<file path="config.mk">
export PLATFORM = sky130hd
export DESIGN_NAME = tbird_turn_signal_gen
export DESIGN_NICKNAME = d
export VERILOG_FILES = /design/src/rtl/tbird_turn_signal_gen.sv
export SDC_FILE = /design/constraint.sdc
export NUM_CORES = 1
export LEC_CHECK = 0
export ABC_CLOCK_PERIOD_IN_PS = 1900
export CORE_MARGIN = 10
export CORE_UTILIZATION = 48
export DETAILED_ROUTE_END_ITERATION = 8
export GPL_ROUTABILITY_DRIVEN = 0
export GPL_TIMING_DRIVEN = 0
export PLACE_DENSITY_LB_ADDON = 0.3
export SYNTH_ARGS = -nofsm -noshare
export SYNTH_HDL_FRONTEND = slang
export SYNTH_SLANG_ARGS = --single-unit
</file>
<file path="constraint.sdc">
create_clock -name clk -period 1.9 [get_ports clk]
set_input_delay 0.38 -clock clk [delete_from_list [all_inputs] [get_ports clk]]
set_output_delay 0.38 -clock clk [all_outputs]
set_load 0.02 [all_outputs]
</file>
<file path="src/rtl/tbird_turn_signal_gen.sv">
// Thunderbird tail-light sequencer: sequential-fill turn pattern, hazard flash
// and brake overlay, stepped by a clock prescaler so lamps run off the system clock.
module tbird_turn_signal_gen #(
  parameter int LAMPS = 3,
  parameter int DIV   = 1,
  parameter int DIV_W = 8
) (
  input  logic             clk,
  input  logic             reset,
  input  logic             left_sw,
  input  logic             right_sw,
  input  logic             hazard_sw,
  input  logic             brake,
  output logic [LAMPS-1:0] l_lamps,
  output logic [LAMPS-1:0] r_lamps,
  output logic [1:0]       mode
);

  localparam int STEP_W = $clog2(LAMPS + 1);

  localparam logic [1:0] IDLE   = 2'd0;
  localparam logic [1:0] LEFT   = 2'd1;
  localparam logic [1:0] RIGHT  = 2'd2;
  localparam logic [1:0] HAZARD = 2'd3;

  logic [DIV_W-1:0]  count;
  logic              tick;
  logic [1:0]        state, req, state_n;
  logic [STEP_W-1:0] step, step_n;
  logic              phase, phase_n;
  logic [LAMPS-1:0]  seq, l_n, r_n;

  assign tick = (count == DIV_W'(DIV - 1));

  always_ff @(posedge clk or posedge reset) begin
    if (reset)
      count <= '0;
    else if (tick)
      count <= '0;
    else
      count <= count + DIV_W'(1);
  end

  always_comb begin
    req = IDLE;
    if (hazard_sw || (left_sw && right_sw))
      req = HAZARD;
    else if (left_sw)
      req = LEFT;
    else if (right_sw)
      req = RIGHT;
  end

  // Switches only matter on tick edges; between ticks everything holds.
  always_comb begin
    state_n = state;
    step_n  = step;
    phase_n = phase;
    if (tick) begin
      if (req != state) begin
        state_n = req;
        case (req)
          LEFT, RIGHT: begin step_n = STEP_W'(1); phase_n = 1'b0; end
          HAZARD:      begin step_n = '0;         phase_n = 1'b1; end
          default:     begin step_n = '0;         phase_n = 1'b0; end
        endcase
      end else begin
        case (state)
          LEFT, RIGHT:
            step_n = (step == STEP_W'(LAMPS)) ? '0 : step + STEP_W'(1);
          HAZARD:
            phase_n = ~phase;
          default: ;
        endcase
      end
    end
  end

  always_comb begin
    seq = '0;
    for (int i = 0; i < LAMPS; i++)
      seq[i] = (i < int'(step_n));
  end

  // Lamps are built from the next state so they change on the same edge as it.
  always_comb begin
    l_n = '0;
    r_n = '0;
    case (state_n)
      LEFT: begin
        l_n = seq;
        if (brake) r_n = '1;
      end
      RIGHT: begin
        r_n = seq;
        if (brake) l_n = '1;
      end
      HAZARD: begin
        l_n = {LAMPS{phase_n}};
        r_n = {LAMPS{phase_n}};
      end
      default: begin
        if (brake) begin
          l_n = '1;
          r_n = '1;
        end
      end
    endcase
  end

  always_ff @(posedge clk or posedge reset) begin
    if (reset) begin
      state   <= IDLE;
      step    <= '0;
      phase   <= 1'b0;
      l_lamps <= '0;
      r_lamps <= '0;
      mode    <= IDLE;
    end else begin
      state   <= state_n;
      step    <= step_n;
      phase   <= phase_n;
      l_lamps <= l_n;
      r_lamps <= r_n;
      mode    <= state_n;
    end
  end

endmodule

</file>
==> summary.txt <==
Flow run
  – Maxcap violations: 0

Place
  – IO Port Bufs: 13
  – Placed cell count: roughly 140
  – HPWL after DPL: 1.64 mm

CTS
  – Sink Count: 19
  – H-Tree Depth: 1
  – CTS tree: done
  – Clock-pin slew on the worst setup and hold paths: approximately 0.11 ns
  – CTS Hold Buffers Added: 0
  – CTS Buffer Depth: 2
  – Clk root buf: clkbuf_4
  – CTS buffer count: 3
  – Worst skew pair latency: 0.30 ns

Logic synthesis
  – Post-synthesis register bit count: 19
  – Post-Synth Adder-Cell Area: 0.0588
  – Post-synth top area share: 0.447
  – Dominant cell by count in the synthesized netlist: dfrtp_1
  – XOR/XNOR Fraction of Synth Area: 0.0576
  – Post-synth EDFFs: 0
  – Post-Syn Area: approximately 1100 um2
  – Top FF cell, synth: dfrtp_1
  – Post-synthesis mux area share: 0
  – Synth Area in Compound Gates: 0.180
  – Async set or reset register ratio after synthesis: 1.00
  – Synth Instances: about 100
  – Post-synthesis sequential area ratio: 0.447
  – Number of library cell types mapped by synthesis: 37
  – YS warnings: 0
  – Synth cell count leaders: dfrtp_1 (19), nand3_1 (10), inv_1 (8)
  – Syn nets: between 100 and 150
  – Mean Syn Cell Area: between 10 and 15 um2
  – Post-Synth Simple-Gate Area: 0.208
  – Ranking of synthesized cells by area: dfrtp_1 (45%), ha_1 (5.9%), xnor2_1 (4.9%)
  – Area leader, netlist: dfrtp_1
  – Main combinational cell family by area after synthesis: simple AND/OR/NAND/NOR gates

GRT
  – Largest net degree at the start of global routing: 20
  – Vias in the first global route: 902
  – GRT Resource Usage Total: 0.116
  – Aggregate global routing overflow: 0
  – Initial antenna violation count: 0
  – First-pass GRT wire length: ~4.2 mm

Power and ir drop
  – Pleak: 0.658 nW
  – Sw frac: 0.311
  – P_sw: roughly 0.29 mW
  – Internal power: between 0.6 and 0.7 mW
  – Seq pwr share: 0.494
  – Clock power share: 0.221
  – Final Power: between 0.9 and 1 mW
  – Combinational Power Share: 0.284
  – Peak VDD IR: roughly 620 uV
  – Power Density: roughly 640 nW/um2

Setup path
  – Crit-path max FO: 7
  – Startpoint types: flop
  – R2R Path Start: state[0]
  – Critical path type: reg -> reg
  – Worst reg2reg setup slack: -0.29 ns
  – Worst r2r dst: l_lamps[0]
  – Critical Path AT: approximately 2.4 ns
  – R2R depth: 7
  – Crit path capture type: flop
  – WP data required: about 2.1 ns

STA
  – Final hold violation count: 0
  – Slew HR: 0.515
  – Max Fclk: 458 MHz
  – Minimum clock period: 2.19 ns
  – RSZ-0062 raised after global routing: true
  – Final Skew: 0.00551 ns
  – Final worst slack: -0.285 ns
  – Setup TNS: -1.54 ns
  – Final setup viols: 9
  – Final Cycle Share: 1.15
  – Slew Limit Fails: 0
  – Slew of the pin with the lowest slew margin: a little over 0.7 ns

Finish
  – Fillers: about 150
  – Area Growth Syn to Fin: 35.7%
  – Share of cells above drive strength 1: 0.336
  – Post-layout nets: 140
  – Util after Layout: 0.708
  – Finished Layout Cells: about 160
  – ANT cells: 0

Detailed routing
  – DRT Pass-1 Iters: 4
  – Routed WL per cell: 16.9 um
  – DR vias: between 800 and 900
  – DRT antenna net count: 0
  – DR iter-0 viols: 52
  – Routed wire length: 2.63 mm
  – # DRC: 0
  – Via/cell ratio: ~5.6

Worst hold path
  – Hold WC Path Type: in -> async

Floorplanning
  – Die area: 4500 um2
  – Die Height: around 67 um
  – Die W: roughly 67 um
  – Area of the core: 2040 um2
  – Starting density of the core: 0.521
  – Number of cell rows: 16
  – I/O pins: 14

Status
  – Failing checks: negative setup slack
  – Status: complete, but fails checks
-- cell families (layout without fill, tap and decap cells) --
family                   Yosys count  in the layout
AO/OA/AOI/OAI                     20             20
XOR/XNOR                           7              7
adder cells (fa/ha/maj)            5              5
buffers and inverters             13             40
flip-flops                        19             19
AND/OR/NAND/NOR                   37             37
-- worst max-delay path: stages (launching register included) --
cell      delay, ns
dfrtp_2        0.48
or3_4          0.39
a211oi_4       0.39
nor3_1         0.13
a211oi_2       0.20
buf_4          0.19
nand3_2        0.08
a22o_1         0.22
-- how the worst max path moves through the flow --
stage | startpoint | endpoint | slack [ns]
2_1_floorplan | count[0] | l_lamps[0] | -0.08
3_3_place_gp | hazard_sw | r_lamps[0] | -0.68
3_5_place_dp | hazard_sw | l_lamps[0] | -0.77
4_1_cts | count[0] | l_lamps[0] | -0.18
5_1_grt | count[0] | l_lamps[0] | -0.35
6_report | state[0] | l_lamps[0] | -0.29
-- cell type report --
| type | instances | area [um2] | share of cell area |
|---|---|---|---|
| clock buffers | 3 | 22.5 | 0.0156 |
| well taps | 27 | 33.8 | 0.0234 |
| clock inverters | 1 | 5.00 | 0.00346 |
| inverters | 10 | 47.5 | 0.0329 |
| repair buffers | 24 | 210 | 0.145 |
| plain buffers | 2 | 21.3 | 0.0147 |
| flip-flops and latches | 19 | 477 | 0.330 |
| multi-input cells | 69 | 628 | 0.435 |
-- flip-flops by register name (all words and copies together) (netlist names) --
| register | cells |
|---|---|
| step | 2 |
| count | 8 |
| phase | 1 |
| state | 2 |
| l_lamps | 3 |
| r_lamps | 3 |
-- per-stage QoR --
step	instance area, um2	hold WS (ns)	setup WS, ns
final	1450	0.500	-0.285
after global routing	1450	0.546	-0.349
after CTS	1380	0.511	-0.184
after detailed placement	1270	0.520	-0.769
after global placement	1270	0.515	-0.677
after floorplan	1100	0.331	-0.0777
-- power by group through the flow --
stage	logic [mW]	clock network (mW)	registers (mW)
floorplan	0.113	0	0.486
global route	0.280	0.230	0.456
CTS	0.242	0.211	0.452
global placement	0.219	0	0.458
detailed placement	0.225	0	0.459
finish	0.261	0.203	0.454
-- layout by cell type (no fill, tap or decap), drive strengths merged --
cell / synthesis / final
nand2: 7 / 7
nor2: 3 / 3
dlygate4sd2: 0 / 2
a21oi: 3 / 3
or2: 3 / 3
nor3: 5 / 5
nor4b: 1 / 1
o311a: 1 / 1
buf: 1 / 12
o2111ai: 1 / 1
nand2b: 1 / 1
or3: 1 / 1
nand3: 10 / 10
xnor2: 6 / 6
and2: 3 / 3
a211oi: 2 / 2
clkbuf: 2 / 4
xor2: 1 / 1
clkdlybuf4s50: 0 / 11
inv: 8 / 8
dfrtp: 19 / 19
a41oi: 1 / 1
a2bb2oi: 1 / 1
clkinv: 2 / 3
ha: 5 / 5
o22a: 2 / 2
o311ai: 2 / 2
and3: 2 / 2
a22o: 4 / 4
o21ai: 3 / 3
nand4: 1 / 1
-- per-layer routing --
layer	vias to the layer above	share of wire	global-route usage	wire [um]
li1	413	-	-	-
met1	420	0.40	0.126	1040
met2	27	0.53	0.210	1390
met3	6	0.053	0.0318	138
met4	0	0.020	0.0462	53
met5	-	0	0	0
-- repair_timing --
item | in CTS | in global routing
gates resized for setup | 13 | 8
endpoints found under the setup margin | 9 | 10
pin swaps | 8 | 5
endpoints found under the hold margin | 0 | 0
buffers inserted | 7 | 4
No activity file was read; power rests on OpenSTA's default activity.
